### config.mk
export PLATFORM = sky130hd
export DESIGN_NAME = sprite_write_scheduler
export DESIGN_NICKNAME = d
export VERILOG_FILES = /design/src/rtl/sprite_write_scheduler.sv
export SDC_FILE = /design/constraint.sdc
export NUM_CORES = 1
export LEC_CHECK = 0
export BUFFER_PORTS_ARGS = -buffer_cell sky130_fd_sc_hd__buf_2
export CAP_MARGIN = 15
export CORE_UTILIZATION = 38
export CTS_CLUSTER_SIZE = 10
export DETAILED_ROUTE_END_ITERATION = 7
export PLACE_DENSITY_LB_ADDON = 0.05
export SKIP_CTS_REPAIR_TIMING = 1
export SYNTH_ARGS = -nofsm -noshare
export SYNTH_HDL_FRONTEND = slang
export SYNTH_SLANG_ARGS = --single-unit
### constraint.sdc
create_clock -name clk -period 13.68 [get_ports clk]
set_input_delay 1.368 -clock clk [delete_from_list [all_inputs] [get_ports clk]]
set_output_delay 1.368 -clock clk [all_outputs]
set_load 0.02 [all_outputs]
### src/rtl/sprite_write_scheduler.sv
// ---------------------------------------------------------------------------
// sprite_write_scheduler
//
// Buffers sprite-update write requests from the instruction decoder in an
// 8-entry FIFO. It commits them to the register bank or the sprite memory only
// while the print pipeline is idle (vertical blanking), so frame contents never
// change in the middle of a scan.
//
// Ports
//   clk         system clock, the only clock of the block
//   reset       asynchronous, active-low reset
//   printting   print-module status (1 = scanning), from the clk_pixel domain
//   req_valid   decoder presents a request
//   req_ready   FIFO can accept a request (combinational from occupancy)
//   req_sel     0 = register-bank write, 1 = sprite-memory write
//   req_addr    target address (register index is the low 5 bits)
//   req_data    write data
//   reg_wr      register-bank write strobe (1-cycle pulse)
//   reg_addr    register index
//   reg_data    register write data
//   mem_wr      sprite-memory write strobe (1-cycle pulse)
//   mem_addr    sprite-memory address
//   mem_data    sprite-memory write data
//   fifo_count  FIFO occupancy, 0..DEPTH
//   busy        1 whenever the commit FSM is not idle
// ---------------------------------------------------------------------------
module sprite_write_scheduler #(
  parameter int DATA_W     = 32,
  parameter int ADDR_W     = 14,
  parameter int DEPTH_LOG2 = 3
) (
  input  logic                  clk,
  input  logic                  reset,
  input  logic                  printting,
  input  logic                  req_valid,
  output logic                  req_ready,
  input  logic                  req_sel,
  input  logic [ADDR_W-1:0]     req_addr,
  input  logic [DATA_W-1:0]     req_data,
  output logic                  reg_wr,
  output logic [4:0]            reg_addr,
  output logic [DATA_W-1:0]     reg_data,
  output logic                  mem_wr,
  output logic [ADDR_W-1:0]     mem_addr,
  output logic [DATA_W-1:0]     mem_data,
  output logic [DEPTH_LOG2:0]   fifo_count,
  output logic                  busy
);

  localparam int DEPTH = 1 << DEPTH_LOG2;
  localparam logic [DEPTH_LOG2:0]   CNT_FULL = (DEPTH_LOG2 + 1)'(DEPTH);
  localparam logic [DEPTH_LOG2:0]   CNT_ONE  = (DEPTH_LOG2 + 1)'(1);
  localparam logic [DEPTH_LOG2:0]   CNT_ZERO = '0;
  localparam logic [DEPTH_LOG2-1:0] PTR_ONE  = (DEPTH_LOG2)'(1);

  typedef enum logic [1:0] {
    S_IDLE  = 2'd0,
    S_LOAD  = 2'd1,
    S_WRITE = 2'd2,
    S_HOLD  = 2'd3
  } state_t;

  // Synchronizer
  logic r_sync1;
  logic r_sync2;
  logic w_blank;

  // FIFO storage and bookkeeping
  logic                  r_fifo_sel  [DEPTH];
  logic [ADDR_W-1:0]     r_fifo_addr [DEPTH];
  logic [DATA_W-1:0]     r_fifo_data [DEPTH];
  logic [DEPTH_LOG2-1:0] r_wr_ptr;
  logic [DEPTH_LOG2-1:0] r_rd_ptr;
  logic [DEPTH_LOG2:0]   r_count;

  logic w_ready;
  logic w_push;
  logic w_pop;

  // Commit FSM and output holding registers
  state_t              r_state;
  logic                r_sel;
  logic                r_reg_wr;
  logic                r_mem_wr;
  logic [4:0]          r_reg_addr;
  logic [DATA_W-1:0]   r_reg_data;
  logic [ADDR_W-1:0]   r_mem_addr;
  logic [DATA_W-1:0]   r_mem_data;
  logic                r_busy;

  logic                w_head_sel;
  logic [ADDR_W-1:0]   w_head_addr;
  logic [DATA_W-1:0]   w_head_data;

  // -------------------------------------------------------------------------
  // printting crosses from clk_pixel. Both flops reset to 1 so that a block
  // coming out of reset assumes a scan is in progress and never writes until
  // blanking has actually been observed.
  // -------------------------------------------------------------------------
  always_ff @(posedge clk or negedge reset) begin
    if (!reset) begin
      r_sync1 <= 1'b1;
      r_sync2 <= 1'b1;
    end else begin
      r_sync1 <= printting;
      r_sync2 <= r_sync1;
    end
  end

  assign w_blank = ~r_sync2;

  // -------------------------------------------------------------------------
  // FIFO control
  // -------------------------------------------------------------------------
  assign w_ready = (r_count != CNT_FULL);
  assign w_push  = req_valid && w_ready;

  // The head entry is popped on the edge that enters LOAD, so the holding
  // registers (and fifo_count) already show the new entry during LOAD.
  assign w_pop = ((r_state == S_IDLE) || (r_state == S_HOLD)) &&
                 w_blank && (r_count != CNT_ZERO);

  assign w_head_sel  = r_fifo_sel[r_rd_ptr];
  assign w_head_addr = r_fifo_addr[r_rd_ptr];
  assign w_head_data = r_fifo_data[r_rd_ptr];

  // Storage is plain data: it is only ever read behind a valid count, so it
  // needs no reset.
  always_ff @(posedge clk) begin
    if (w_push) begin
      r_fifo_sel[r_wr_ptr]  <= req_sel;
      r_fifo_addr[r_wr_ptr] <= req_addr;
      r_fifo_data[r_wr_ptr] <= req_data;
    end
  end

  always_ff @(posedge clk or negedge reset) begin
    if (!reset) begin
      r_wr_ptr <= '0;
      r_rd_ptr <= '0;
      r_count  <= '0;
    end else begin
      if (w_push) begin
        r_wr_ptr <= r_wr_ptr + PTR_ONE;
      end
      if (w_pop) begin
        r_rd_ptr <= r_rd_ptr + PTR_ONE;
      end
      // Simultaneous push and pop leaves the occupancy unchanged.
      case ({w_push, w_pop})
        2'b10:   r_count <= r_count + CNT_ONE;
        2'b01:   r_count <= r_count - CNT_ONE;
        default: r_count <= r_count;
      endcase
    end
  end

  // -------------------------------------------------------------------------
  // Commit FSM: IDLE -> LOAD -> WRITE -> HOLD -> (LOAD | IDLE).
  // Blanking is only examined in IDLE and HOLD, so a commit that has started
  // always runs to completion even if scanning resumes meanwhile.
  // -------------------------------------------------------------------------
  always_ff @(posedge clk or negedge reset) begin
    if (!reset) begin
      r_state    <= S_IDLE;
      r_sel      <= 1'b0;
      r_reg_wr   <= 1'b0;
      r_mem_wr   <= 1'b0;
      r_reg_addr <= '0;
      r_reg_data <= '0;
      r_mem_addr <= '0;
      r_mem_data <= '0;
      r_busy     <= 1'b0;
    end else begin
      case (r_state)
        S_IDLE, S_HOLD: begin
          r_reg_wr <= 1'b0;
          r_mem_wr <= 1'b0;
          if (w_pop) begin
            r_state    <= S_LOAD;
            r_busy     <= 1'b1;
            r_sel      <= w_head_sel;
            // Both port groups carry the entry; only the strobe differs.
            r_reg_addr <= w_head_addr[4:0];
            r_reg_data <= w_head_data;
            r_mem_addr <= w_head_addr;
            r_mem_data <= w_head_data;
          end else begin
            r_state <= S_IDLE;
            r_busy  <= 1'b0;
          end
        end

        S_LOAD: begin
          r_state  <= S_WRITE;
          r_busy   <= 1'b1;
          r_reg_wr <= ~r_sel;
          r_mem_wr <= r_sel;
        end

        S_WRITE: begin
          r_state  <= S_HOLD;
          r_busy   <= 1'b1;
          r_reg_wr <= 1'b0;
          r_mem_wr <= 1'b0;
        end

        default: begin
          r_state  <= S_IDLE;
          r_busy   <= 1'b0;
          r_reg_wr <= 1'b0;
          r_mem_wr <= 1'b0;
        end
      endcase
    end
  end

  assign req_ready  = w_ready;
  assign reg_wr     = r_reg_wr;
  assign reg_addr   = r_reg_addr;
  assign reg_data   = r_reg_data;
  assign mem_wr     = r_mem_wr;
  assign mem_addr   = r_mem_addr;
  assign mem_data   = r_mem_data;
  assign fifo_count = r_count;
  assign busy       = r_busy;

endmodule

## Word level (Yosys, flattened, before mapping)

Memories as Yosys holds them, arrays and structs flattened. A register that Yosys moved wholly into a read port is not among the register bits.
Index checks and enable logic that the tools add are counted.

- Equality and inequality tests: 6
- Multiplexer cells: 9
- Add/subtract/negate cells: 4
- Reductions and logical operators: 13
- Bitwise gates (word level): 2

Operators with widths:

| operator | number |
|---|---|
| $pmux W4 S2 | 1 |
| $add A3 B1 Y3 const B | 2 |
| $eq A2 B2 Y1 const B | 3 |
| $pmux W1 S2 | 3 |
| $pmux W2 S3 | 1 |
| $add A4 B1 Y4 const B | 1 |
| $eq A2 B1 Y1 const B | 2 |
| $mux W1 | 4 |
| $ne A4 B4 Y1 const B | 1 |
| $reduce_bool A4 Y1 | 1 |
| $reduce_or A2 Y1 | 2 |
| $sub A4 B1 Y4 const B | 1 |
| $logic_and A1 B1 Y1 | 3 |
| $reduce_or A3 Y1 | 1 |
| $logic_not A1 Y1 | 2 |
| $logic_not A2 Y1 | 1 |
| $not A1 Y1 | 2 |
| $reduce_and A2 Y1 | 1 |
| $reduce_bool A2 Y1 | 1 |
| $logic_or A1 B1 Y1 | 1 |

- Memories: 3
- Word-level logic and storage cells: 48
- Bits in writable memories: 376
- Register bits after elaboration: 36

Memory list:

| name | words | width | rd ports | clocked after memory_dff | write ports | line | source |
|---|---|---|---|---|---|---|---|
| r_fifo_data | 8 | 32 | 1 | 1 | 1 | 71 | `logic [DATA_W-1:0] r_fifo_data [DEPTH];` |
| r_fifo_addr | 8 | 14 | 1 | 0 | 1 | 70 | `logic [ADDR_W-1:0] r_fifo_addr [DEPTH];` |
| r_fifo_sel | 8 | 1 | 1 | 1 | 1 | 69 | `logic r_fifo_sel [DEPTH];` |

## Longest topological paths before layout

Gate-level depths: netlist (run 1).

- Depth after elaboration: 6
- Gate-level depth with buffers: 12
- Depth with buffers taken out: 11

## Worst setup path after synthesis (run 1)

No wires, ideal clock.

- Kind: input to register
- Start point: input req_valid
- End point: memory r_fifo_addr[0][0], enable pin
- Arrival: 4977 ps
- Buffers on the path: 0
- Data required time: 13170 ps
- Setup slack: 8193 ps
- Setup time: 510 ps
- Stages: 3
- Cell sequence: nand2_2 or2_2 nor3_1

- Cells in the longest elaborated chain, start to end: 3

Ends and longest elaborated chain:

| element | line | source |
|---|---|---|
| from (decl) | 35 | `input logic req_valid,` |
| $logic_and A1 B1 Y1 | 116 | `assign w_push = req_valid && w_ready;` |
| $mux W1 | 130 | `if (w_push) begin` |
| $mux W1 (not written as such) | 132 | `r_fifo_addr[r_wr_ptr] <= req_addr;` |
| to (decl) | 70 |  |

Every way passes these cells.

## Final worst setup path (run 1)

- Start point: register r_state[1]
- End point: register r_count[2] (netlist: fifo_count[2])

- Cells in the longest elaborated chain, start to end: 6

Ends and longest elaborated chain:

| element | line | source |
|---|---|---|
| from (decl) | 81 | `state_t r_state;` |
| from (signal assigned) | 165 | `r_state <= S_IDLE;` |
| from (signal assigned) | 180 | `r_state <= S_LOAD;` |
| from (signal assigned) | 189 | `r_state <= S_IDLE;` |
| $eq A2 B2 Y1 or $logic_not A2 Y1 (tied branches) | 120 | `assign w_pop = ((r_state == S_IDLE) \|\| (r_state == S_HOLD)) &&` |
| $logic_or A1 B1 Y1 * | 120 |  |
| $logic_and A1 B1 Y1 * | 120 |  |
| $logic_and A1 B1 Y1 * | 121 | `w_blank && (r_count != CNT_ZERO);` |
| $eq A2 B1 Y1 or $eq A2 B2 Y1 (tied branches) | 150 | `case ({w_push, w_pop})` |
| $pmux W4 S2 or $reduce_bool A2 Y1 (tied branches) | - |  |
| to (signal assigned) | 151 | `2'b10: r_count <= r_count + CNT_ONE;` |
| to (signal assigned) | 152 | `2'b01: r_count <= r_count - CNT_ONE;` |
| to (signal assigned) | 153 | `default: r_count <= r_count;` |
| to (decl) | 74 | `logic [DEPTH_LOG2:0] r_count;` |

Mark *: on every way between the ends. The rest lies on a longest branch, timed or not.
A chain may end at the register's enable or synchronous reset.

==> impl_metrics.py, run 1 <==
metrics = {
    "global_route": {
        "grt_pass1_vias": 8954,
        "grt_overflow": 0,
        "grt_max_degree": 55,
        "grt_pass1_wl_um": 57300,
        "grt_use_total": 0.168,
        "antenna_found_initial": 4,
    },
    "setup_path": {
        "cp.required_ns": 14.14,
        "reg2reg_depth": 10,
        "criticalPathCategory": "reg2reg",
        "cp_max_fo": 52,
        "reg2reg_setup_slack_ns": 10.06,
        "critPathCaptureType": "flip-flop",
        "worstReg2RegEnd": "fifo_count[2]$_DFFE_PN0P_",
        "start_kind": "flip-flop",
        "cp.arrival_ns": 4.07,
        "r2r_start": "r_state[1]$_DFF_PN0_",
    },
    "routing": {
        "wl_per_cell_um": 21.5,
        "drc": 0,
        "dr.pass1.iters": 6,
        "routed_wl_um": 38100,
        "post_drt_via_cell_ratio": 4.94,
        "drt_iter0_markers": 520,
        "via_count": 8757,
        "postRouteAntennaNets": 0,
    },
    "synthesis": {
        "ys_types": 34,
        "synth_nets": 1071,
        "synth_area_leaders": "edfxtp_1 (66%), mux2i_1 (11%), dfrtp_1 (9.1%), a22oi_1 (4.1%), buf_4 (2.4%)",
        "synth_edf_count": 376,
        "yosysWarnings": 0,
        "synth_most_common_cell": "edfxtp_1",
        "synth_top_area_cell": "edfxtp_1",
        "ys_ff_latch": 440,
        "synth-seq-area-share": 0.754,
        "netlist.area_leader.share": 0.661,
        "async_reset_ff_frac": 0.145,
        "post_synth.cell_area_avg_um2": 16.9,
        "syn_area_mm2": 0.0171,
        "synth_commonest_cells": "edfxtp_1 (376), mux2i_1 (188), nand2_1 (102), a22oi_1 (94), dfrtp_1 (62)",
        "syn_inst": 1013,
        "synth_ff_type": "edfxtp_1",
    },
    "outcome": {
        "outcome": "finished, final reports clean",
    },
    "finish": {
        "instances_no_fill": 1773,
        "finalInstanceArea_mm2": 0.0197,
        "fin_util": 0.444,
        "area_growth_pct": 15.2,
        "drive_above_1_share": 0.199,
        "fin_nets": 1195,
        "fillers": 3962,
    },
    "place": {
        "gp_congestion": 0.702,
        "io_buffers": 141,
        "placedInstanceArea_mm2": 0.0182,
        "dp_hpwl_um": 20100,
        "pre_cts_slack_ns": 9.92,
        "post-place-cells": 1676,
    },
    "clock_tree": {
        "cts.htree.levels": 2,
        "clk_latency_ns": 0.57,
        "cts.path.max_buffers": 3,
        "tritoncts": "yes",
        "cts_inserted_buffers": 51,
        "clock_tree.root_cell": "clkbuf_16",
        "clkSinkCount": 440,
        "clk_pin_slew_ns": 0.06,
    },
    "sta": {
        "fin_skew_ns": 0.0111,
        "setup_viol": 0,
        "fmax_mhz": 276,
        "timing.final.ws_setup_ns": 10.06,
        "holdWs_ns": 0.371,
        "rsz0062_at_grt": "false",
        "slew_headroom": 0.344,
        "period_needed_ns": 3.62,
        "min_period_over_period": 0.264,
        "tns_ns": 0,
        "slew_violations": 0,
        "worst_pin_slew_ns": 0.985,
        "finalHoldViolations": 0,
    },
    "power": {
        "powerDensity_mw_per_mm2": 228,
        "totalPowerFinal_mw": 4.50,
        "cellLeakagePower_nw": 7.47,
        "ir_drop_mv": 0.106,
    },
    "die": {
        "die_w_um": 214,
        "coreArea_mm2": 0.0443,
        "start_util": 0.386,
        "die_h_um": 214,
        "die_area_mm2": 0.0458,
        "rows": 77,
        "pin_count": 142,
    },
    "min_path": {
        "holdPathEnd": "r_sync2$_DFF_PN1_",
        "hold_depth": 0,
        "min_path_type": "reg2reg",
        "hold_start": "r_sync1$_DFF_PN1_",
    },
    "job": {
        "cap_viol_max_count": 0,
    },
}
[logic make-up after synthesis]
group,after synthesis,share of synthesized area
fa+ha+maj,7,0.00512
flops,440,0.754
xor+xnor,8,0.00410
mux,190,0.111
simple gates,179,0.0471
buf+inv,92,0.0353
compound gates,97,0.0425
[power breakdown]
| part | total (mW) | switching (mW) | internal (mW) |
|---|---|---|---|
| clock | 1.25 | 0.506 | 0.742 |
| sequential | 1.87 | 0.139 | 1.73 |
| combinational | 1.38 | 0.904 | 0.474 |
| total | 4.50 | 1.55 | 2.95 |
[routing by layer]
layer,up-vias,track usage,part of all wire
met4,4,0.0583,0.025
li1,4115,-,-
met1,4408,0.222,0.45
met3,65,0.0294,0.037
met5,-,0,0.00050
met2,165,0.278,0.49
[sequential cells by signal, summed over array words and instances, names as in the netlist]
| name | cells |
|---|---|
| r_sync2 | 1 |
| mem_data | 32 |
| fifo_count | 4 |
| mem_addr | 10 |
| r_wr_ptr | 3 |
| r_sel | 1 |
| reg_wr | 1 |
| r_state | 2 |
| r_sync1 | 1 |
| reg_addr | 4 |
| r_fifo_addr | 112 |
| busy | 1 |
| r_rd_ptr | 3 |
| r_fifo_data | 256 |
| r_fifo_sel | 8 |
| mem_wr | 1 |
[cells in the final DEF (no fill, tap or decap), types with 2 or more instances in the layout]
cell / n
clkbuf_1: 38
diode_2: 3
edfxtp_1: 376
ha_1: 7
dfrtp_1: 61
a22oi_1: 94
nand2b_1: 3
xor2_1: 3
buf_4: 19
nor2_4: 7
xnor2_1: 5
nor3_2: 2
buf_2: 140
clkbuf_16: 53
dfstp_2: 2
nand2_1: 102
inv_1: 3
mux2i_1: 188
nor2b_4: 2
nand3_1: 50
[critical path, stage by stage (launching register included)]
cell	delay [ns]
dfrtp_1	0.37
ha_1	0.36
nand3b_4	0.64
inv_4	0.92
ha_1	0.40
xor2_1	0.10
ha_1	0.18
a21oi_1	0.14
xor2_1	0.16
nor2_1	0.06
xor2_1	0.14
[layout make-up]
cell class / instances / area, um^2 / area share
diodes: 3 / 7.51 / 0.000381
clock buffers: 92 / 1480 / 0.0753
clock inverters: 2 / 33.8 / 0.00172
inverters: 4 / 17.5 / 0.000889
multi-input cells: 481 / 3670 / 0.186
flip-flops and latches: 440 / 12900 / 0.655
well taps: 592 / 741 / 0.0376
repair buffers: 159 / 843 / 0.0428
[worst max-delay path by stage]
stage	endpoint	startpoint	slack (ns)	cells past startpoint
2_1_floorplan	r_fifo_addr[0][0]$_DFFE_PP_	req_valid	8.19	3
3_5_place_dp	fifo_count[2]$_DFFE_PN0P_	r_state[0]$_DFF_PN0_	9.92	11
6_report	fifo_count[2]$_DFFE_PN0P_	r_state[1]$_DFF_PN0_	10.06	10
4_1_cts	fifo_count[2]$_DFFE_PN0P_	r_state[1]$_DFF_PN0_	9.91	10
3_3_place_gp	fifo_count[2]$_DFFE_PN0P_	r_state[0]$_DFF_PN0_	9.94	11
5_1_grt	fifo_count[3]$_DFFE_PN0P_	r_state[0]$_DFF_PN0_	9.63	9
(Power assumes the default switching activity.)
==> run 2, diff against run 1 <==
==> constraint.sdc (replaced) <==
create_clock -name clk -period 3.4 [get_ports clk]
set_input_delay 0.34 -clock clk [delete_from_list [all_inputs] [get_ports clk]]
set_output_delay 0.34 -clock clk [all_outputs]
set_load 0.02 [all_outputs]
==> run 2 against run 1 <==
Combinational power grew to 4.2 times the previous value. Sequential share of layout area decreased by 0.79 points. Wire length shrank 1.8%. Critical path depth shrank 5. Maximum frequency grew 31%. Cell area rose by 1.2%. Via count fell by 0.11%. Largest power group unchanged.
==> impl_metrics.py, run 2 (synthesis gave the netlist of run 1 again) <==
metrics = {
    "outcome": {
        "outcome": "finished, final reports clean",
    },
    "global_route": {
        "grt_pass1_wl_um": 56400,
        "grt_max_degree": 55,
        "grt_overflow": 0,
        "grt_pass1_vias": 8995,
        "antenna_found_initial": 3,
        "grt_use_total": 0.164,
    },
    "die": {
        "die_w_um": 214,
        "die_h_um": 214,
        "coreArea_mm2": 0.0443,
        "start_util": 0.386,
        "rows": 77,
        "pin_count": 142,
        "die_area_mm2": 0.0458,
    },
    "routing": {
        "dr.pass1.iters": 5,
        "m1WireLength_um": 17000,
        "met2_length_um": 18200,
        "via_count": 8747,
        "post_drt_via_cell_ratio": 4.91,
        "postRouteAntennaNets": 0,
        "wl_per_cell_um": 21.0,
        "routed_wl_um": 37400,
        "drt_iter0_markers": 537,
        "wl_met3_um": 1290,
        "drc": 0,
        "top_layer_used": "met5",
    },
    "sta": {
        "fin_skew_ns": 0.0164,
        "rsz0062_at_grt": "false",
        "slew_violations": 0,
        "tns_ns": 0,
        "slew_headroom": 0.426,
        "setup_viol": 0,
        "min_period_over_period": 0.812,
        "fmax_mhz": 362,
        "finalHoldViolations": 0,
        "worst_pin_slew_ns": 0.862,
        "period_needed_ns": 2.76,
    },
    "power": {
        "cellLeakagePower_nw": 7.57,
        "powerDensity_mw_per_mm2": 919,
        "combPwrFrac": 0.315,
        "ir_drop_mv": 0.442,
        "p_int_mw": 12.1,
        "pwr-share-seq": 0.409,
        "p_clk_frac": 0.276,
        "swShare": 0.341,
        "p_sw_mw": 6.25,
    },
    "place": {
        "dp_hpwl_um": 20700,
        "placedInstanceArea_mm2": 0.0184,
        "io_buffers": 141,
        "gp_congestion": 0.687,
        "post-place-cells": 1683,
    },
    "setup_path": {
        "reg2reg_depth": 5,
        "r2r_start": "fifo_count[0]$_DFFE_PN0P_",
        "cp_slowest_stage_delay_ns": 0.57,
        "crit_chain": "or4b_1 > nand2_2 > or2_2 > nor2_4 > buf_4",
        "cp.arrival_ns": 2.95,
        "reg2reg_setup_slack_ns": 0.64,
        "critPathCaptureType": "flip-flop",
        "criticalPathCategory": "reg2reg",
        "cp_max_fo": 29,
        "worstReg2RegEnd": "r_fifo_data[6][0]$_DFFE_PP_",
        "cp.required_ns": 3.59,
        "start_kind": "flip-flop",
        "slowest_stage": "nor2_4",
    },
    "clock_tree": {
        "clk_pin_slew_ns": 0.06,
        "clock_tree.root_cell": "clkbuf_16",
        "cts.path.max_buffers": 3,
        "clk_latency_ns": 0.57,
        "tritoncts": "yes",
        "cts.htree.levels": 2,
        "cts_inserted_buffers": 51,
        "clkSinkCount": 440,
    },
    "finish": {
        "drive_above_1_share": 0.205,
        "final_cell_mix": "edfxtp_1 (376), mux2i_1 (188), buf_2 (140)",
        "layout_commonest_cell": "edfxtp_1",
        "fin_nets": 1204,
        "finalInstanceArea_mm2": 0.0199,
        "largest_reg_flops": 256,
        "fin_util": 0.450,
        "instances_no_fill": 1781,
        "regMostFlops": "r_fifo_data",
        "area_growth_pct": 16.7,
    },
    "min_path": {
        "hold_depth": 1,
        "hold_start": "req_data[29]",
        "holdPathEnd": "r_fifo_data[0][29]$_DFFE_PP_",
        "min_path_type": "in2reg",
    },
    "job": {
        "cap_viol_max_count": 0,
    },
}
run 2: cell count changes in the layout (fill, tap and decap cells not counted):
cell,previous run,this run
dlygate4sd3_1,0,2
buf_4,19,15
buf_12,0,11
diode_2,3,1
clkbuf_8,1,3
nor3_4,0,2
nor3_2,2,0
clkinv_1,1,0
run 2: worst max-delay path by stage:
stage          slack [ns]                           end                      start
2_1_floorplan       -0.39   r_fifo_addr[6][0]$_DFFE_PP_  fifo_count[0]$_DFFE_PN0P_
3_3_place_gp         0.65  r_fifo_data[6][26]$_DFFE_PP_  fifo_count[0]$_DFFE_PN0P_
3_5_place_dp         0.56  r_fifo_data[6][26]$_DFFE_PP_  fifo_count[0]$_DFFE_PN0P_
4_1_cts              0.55   r_fifo_addr[6][8]$_DFFE_PP_  fifo_count[0]$_DFFE_PN0P_
5_1_grt              0.49   r_fifo_data[6][0]$_DFFE_PP_  fifo_count[0]$_DFFE_PN0P_
6_report             0.64   r_fifo_data[6][0]$_DFFE_PP_  fifo_count[0]$_DFFE_PN0P_
run 2: stage by stage:
step | setup WS (ns) | power, mW | hold WS (ns)
floorplan | -0.388 | 11.8 | 0.0444
finish | 0.640 | 18.3 | 0.0391
detailed placement | 0.560 | 13.5 | 0.376
global placement | 0.646 | 13.5 | 0.377
global route | 0.489 | 19.3 | 0.0232
CTS | 0.554 | 18.7 | -0.160
run 2: power groups by stage:
stage | combinational (mW) | sequential, mW | clock (mW)
CTS | 5.94 | 7.50 | 5.23
global placement | 5.90 | 7.57 | 0
floorplan | 3.92 | 7.83 | 0
finish | 5.77 | 7.49 | 5.06
detailed placement | 5.93 | 7.61 | 0
global route | 6.31 | 7.60 | 5.43
run 2: layout make-up:
type	count	area, um^2
Multi-Input combinational cell	481	3680
Clock buffer	94	1510
Fill cell	3939	24400
Tap cell	592	741
Inverter	4	17.5
Clock inverter	1	30.0
Sequential cell	440	12900
Timing Repair Buffer	168	1050
Antenna cell	1	2.50
run 2: per-layer routing:
| metal | vias to the layer above | global-route usage |
|---|---|---|
| met5 | - | 0 |
| met4 | 4 | 0.0529 |
| met3 | 61 | 0.0287 |
| met2 | 155 | 0.274 |
| met1 | 4402 | 0.216 |
| li1 | 4125 | - |
run 2: worst max-delay path: cells and delay by family (launching register included):
kind | cells | cell delay [ns]
and+or+nand+nor | 4 | 1.34
buffers and inverters | 1 | 0.56
DFF | 1 | 0.48
==> run 3, diff against run 2 <==
==> constraint.sdc (replaced) <==
create_clock -name clk -period 2.6 [get_ports clk]
set_input_delay 0.26 -clock clk [delete_from_list [all_inputs] [get_ports clk]]
set_output_delay 0.26 -clock clk [all_outputs]
set_load 0.02 [all_outputs]
==> run 3 against run 2 <==
Maximum frequency grew 15%. Clock power rose by 30%. Worst hold slack lost 0.011 ns. Worst setup slack lost 0.44 ns. Global-route usage increased by 0.28 points. Wire length up 1.5%. Via count is 2.5% higher. Sequential power increased by 30%. Flip-flop and latch count stayed put. Total power up 32%. Largest cell class unchanged. Non-clock buffer count grew 56.
==> impl_metrics.py, run 3 (synthesis gave the netlist of run 1 again) <==
metrics = {
    "die": {
        "die_area_mm2": 0.0458,
        "pin_count": 142,
        "start_util": 0.386,
        "coreArea_mm2": 0.0443,
        "die_w_um": 214,
        "die_h_um": 214,
        "rows": 77,
    },
    "finish": {
        "regMostFlops": "r_fifo_data",
        "area_growth_pct": 20.1,
        "finalInstanceArea_mm2": 0.0205,
        "layout_commonest_cell": "edfxtp_1",
        "final_cell_mix": "edfxtp_1 (376), mux2i_1 (188), buf_2 (140)",
        "drive_above_1_share": 0.208,
        "fin_nets": 1260,
        "largest_reg_flops": 256,
    },
    "setup_path": {
        "start_kind": "flip-flop",
        "cp.required_ns": 2.86,
        "slowest_stage": "nor2_4",
        "cp_max_fo": 26,
        "cp_slowest_stage_delay_ns": 0.69,
        "criticalPathCategory": "reg2reg",
        "cp.arrival_ns": 2.65,
        "critPathCaptureType": "flip-flop",
        "crit_chain": "or4b_4 > nand2_4 > or2_4 > buf_4 > nor2_4 > buf_12",
    },
    "place": {
        "gp_congestion": 0.681,
        "dp_hpwl_um": 20900,
        "io_buffers": 141,
        "placedInstanceArea_mm2": 0.0185,
    },
    "routing": {
        "dr.pass1.iters": 4,
        "routed_wl_um": 38000,
        "via_count": 8962,
        "drt_iter0_markers": 424,
        "drc": 0,
        "postRouteAntennaNets": 0,
        "post_drt_via_cell_ratio": 4.88,
        "wl_per_cell_um": 20.7,
    },
    "clock_tree": {
        "cts_inserted_buffers": 51,
        "tritoncts": "yes",
        "cts.htree.levels": 2,
        "clkSinkCount": 440,
        "clk_latency_ns": 0.57,
        "clock_tree.root_cell": "clkbuf_16",
        "cts.path.max_buffers": 3,
        "clk_pin_slew_ns": 0.06,
    },
    "power": {
        "ir_drop_mv": 0.574,
        "powerDensity_mw_per_mm2": 1170,
        "cellLeakagePower_nw": 7.82,
        "totalPowerFinal_mw": 24.1,
    },
    "global_route": {
        "grt_overflow": 0,
        "grt_use_total": 0.167,
        "grt_pass1_wl_um": 57200,
        "antenna_found_initial": 1,
        "busiest_layer": "met2",
        "grtUsageMet3": 0.0304,
        "grt_max_degree": 51,
        "use_met1": 0.225,
        "grt_pass1_vias": 8975,
        "use_met2": 0.274,
    },
    "sta": {
        "setup_viol": 0,
        "worst_pin_slew_ns": 0.887,
        "fin_skew_ns": 0.0129,
        "period_needed_ns": 2.40,
        "slew_violations": 0,
        "finalHoldViolations": 0,
        "min_period_over_period": 0.922,
        "slew_headroom": 0.407,
        "fmax_mhz": 417,
        "rsz0062_at_grt": "false",
    },
    "job": {
        "cap_viol_max_count": 0,
    },
    "outcome": {
        "outcome": "finished, final reports clean",
    },
    "min_path": {
        "min_path_type": "in2reg",
    },
}
==> run 3: final timing paths <==
check                                           from                      endpoint  slack [ns]  depth (start not counted)
max                        fifo_count[3]$_DFFE_PN0P_  r_fifo_data[6][10]$_DFFE_PP_        0.20                          6
min                                        req_valid       r_wr_ptr[2]$_DFFE_PN0P_        0.03                          3
max reg2reg                fifo_count[3]$_DFFE_PN0P_  r_fifo_data[6][10]$_DFFE_PP_        0.20                          6
min reg2reg                        r_sync1$_DFF_PN1_             r_sync2$_DFF_PN1_        0.38                          0
max in group asynchronous                      reset      mem_addr[13]$_DFFE_PN0P_        1.71                          3
min in group asynchronous                      reset       mem_data[1]$_DFFE_PN0P_        0.16                          2
==> run 3: critical path, delay by kind of cell (launching register included) <==
family	cells	cell delay (ns)
AND/OR/NAND/NOR	4	1.21
buffers and inverters	2	0.48
flip-flops	1	0.39
==> run 3: area by class of cell <==
type                    count  area (um^2)
diodes                      1         2.50
well taps                 592          741
repair buffers            224         1640
fillers                  3905        23800
clock buffers              91         1490
multi-input cells         481         3700
clock inverters             2         33.8
flip-flops and latches    440        12900
inverters                   4         17.5
==> run 3: metal layers <==
metal / routed length [um] / up-vias / share of wire
met4: 737 / 0 / 0.019
met3: 1220 / 53 / 0.032
li1: - / 4236 / -
met2: 18300 / 143 / 0.48
met1: 17700 / 4530 / 0.47
met5: 0 / - / 0
==> run 3: stage by stage <==
| stage | TNS, ns | utilization | cells | worst slack (ns) | hold WS (ns) |
|---|---|---|---|---|---|
| after global placement | 0 | 0.418 | 1692 | 0.162 | 0.220 |
| final | 0 | 0.463 | 1835 | 0.203 | 0.0277 |
| after CTS | 0 | 0.452 | 1785 | 0.125 | -0.408 |
| after detailed placement | 0 | 0.418 | 1692 | 0.133 | 0.220 |
| after global routing | 0 | 0.463 | 1835 | 0.0392 | 0.0366 |
| after floorplan | -32.20 | - | 1013 | -0.137 | -0.0356 |
==> run 3: power breakdown <==
| group | switching (mW) | total (mW) | internal [mW] | leakage, nW |
|---|---|---|---|---|
| combinational | 4.92 | 7.76 | 2.84 | 2.90 |
| sequential | 0.648 | 9.76 | 9.11 | 4.19 |
| clock | 2.65 | 6.58 | 3.93 | 0.726 |
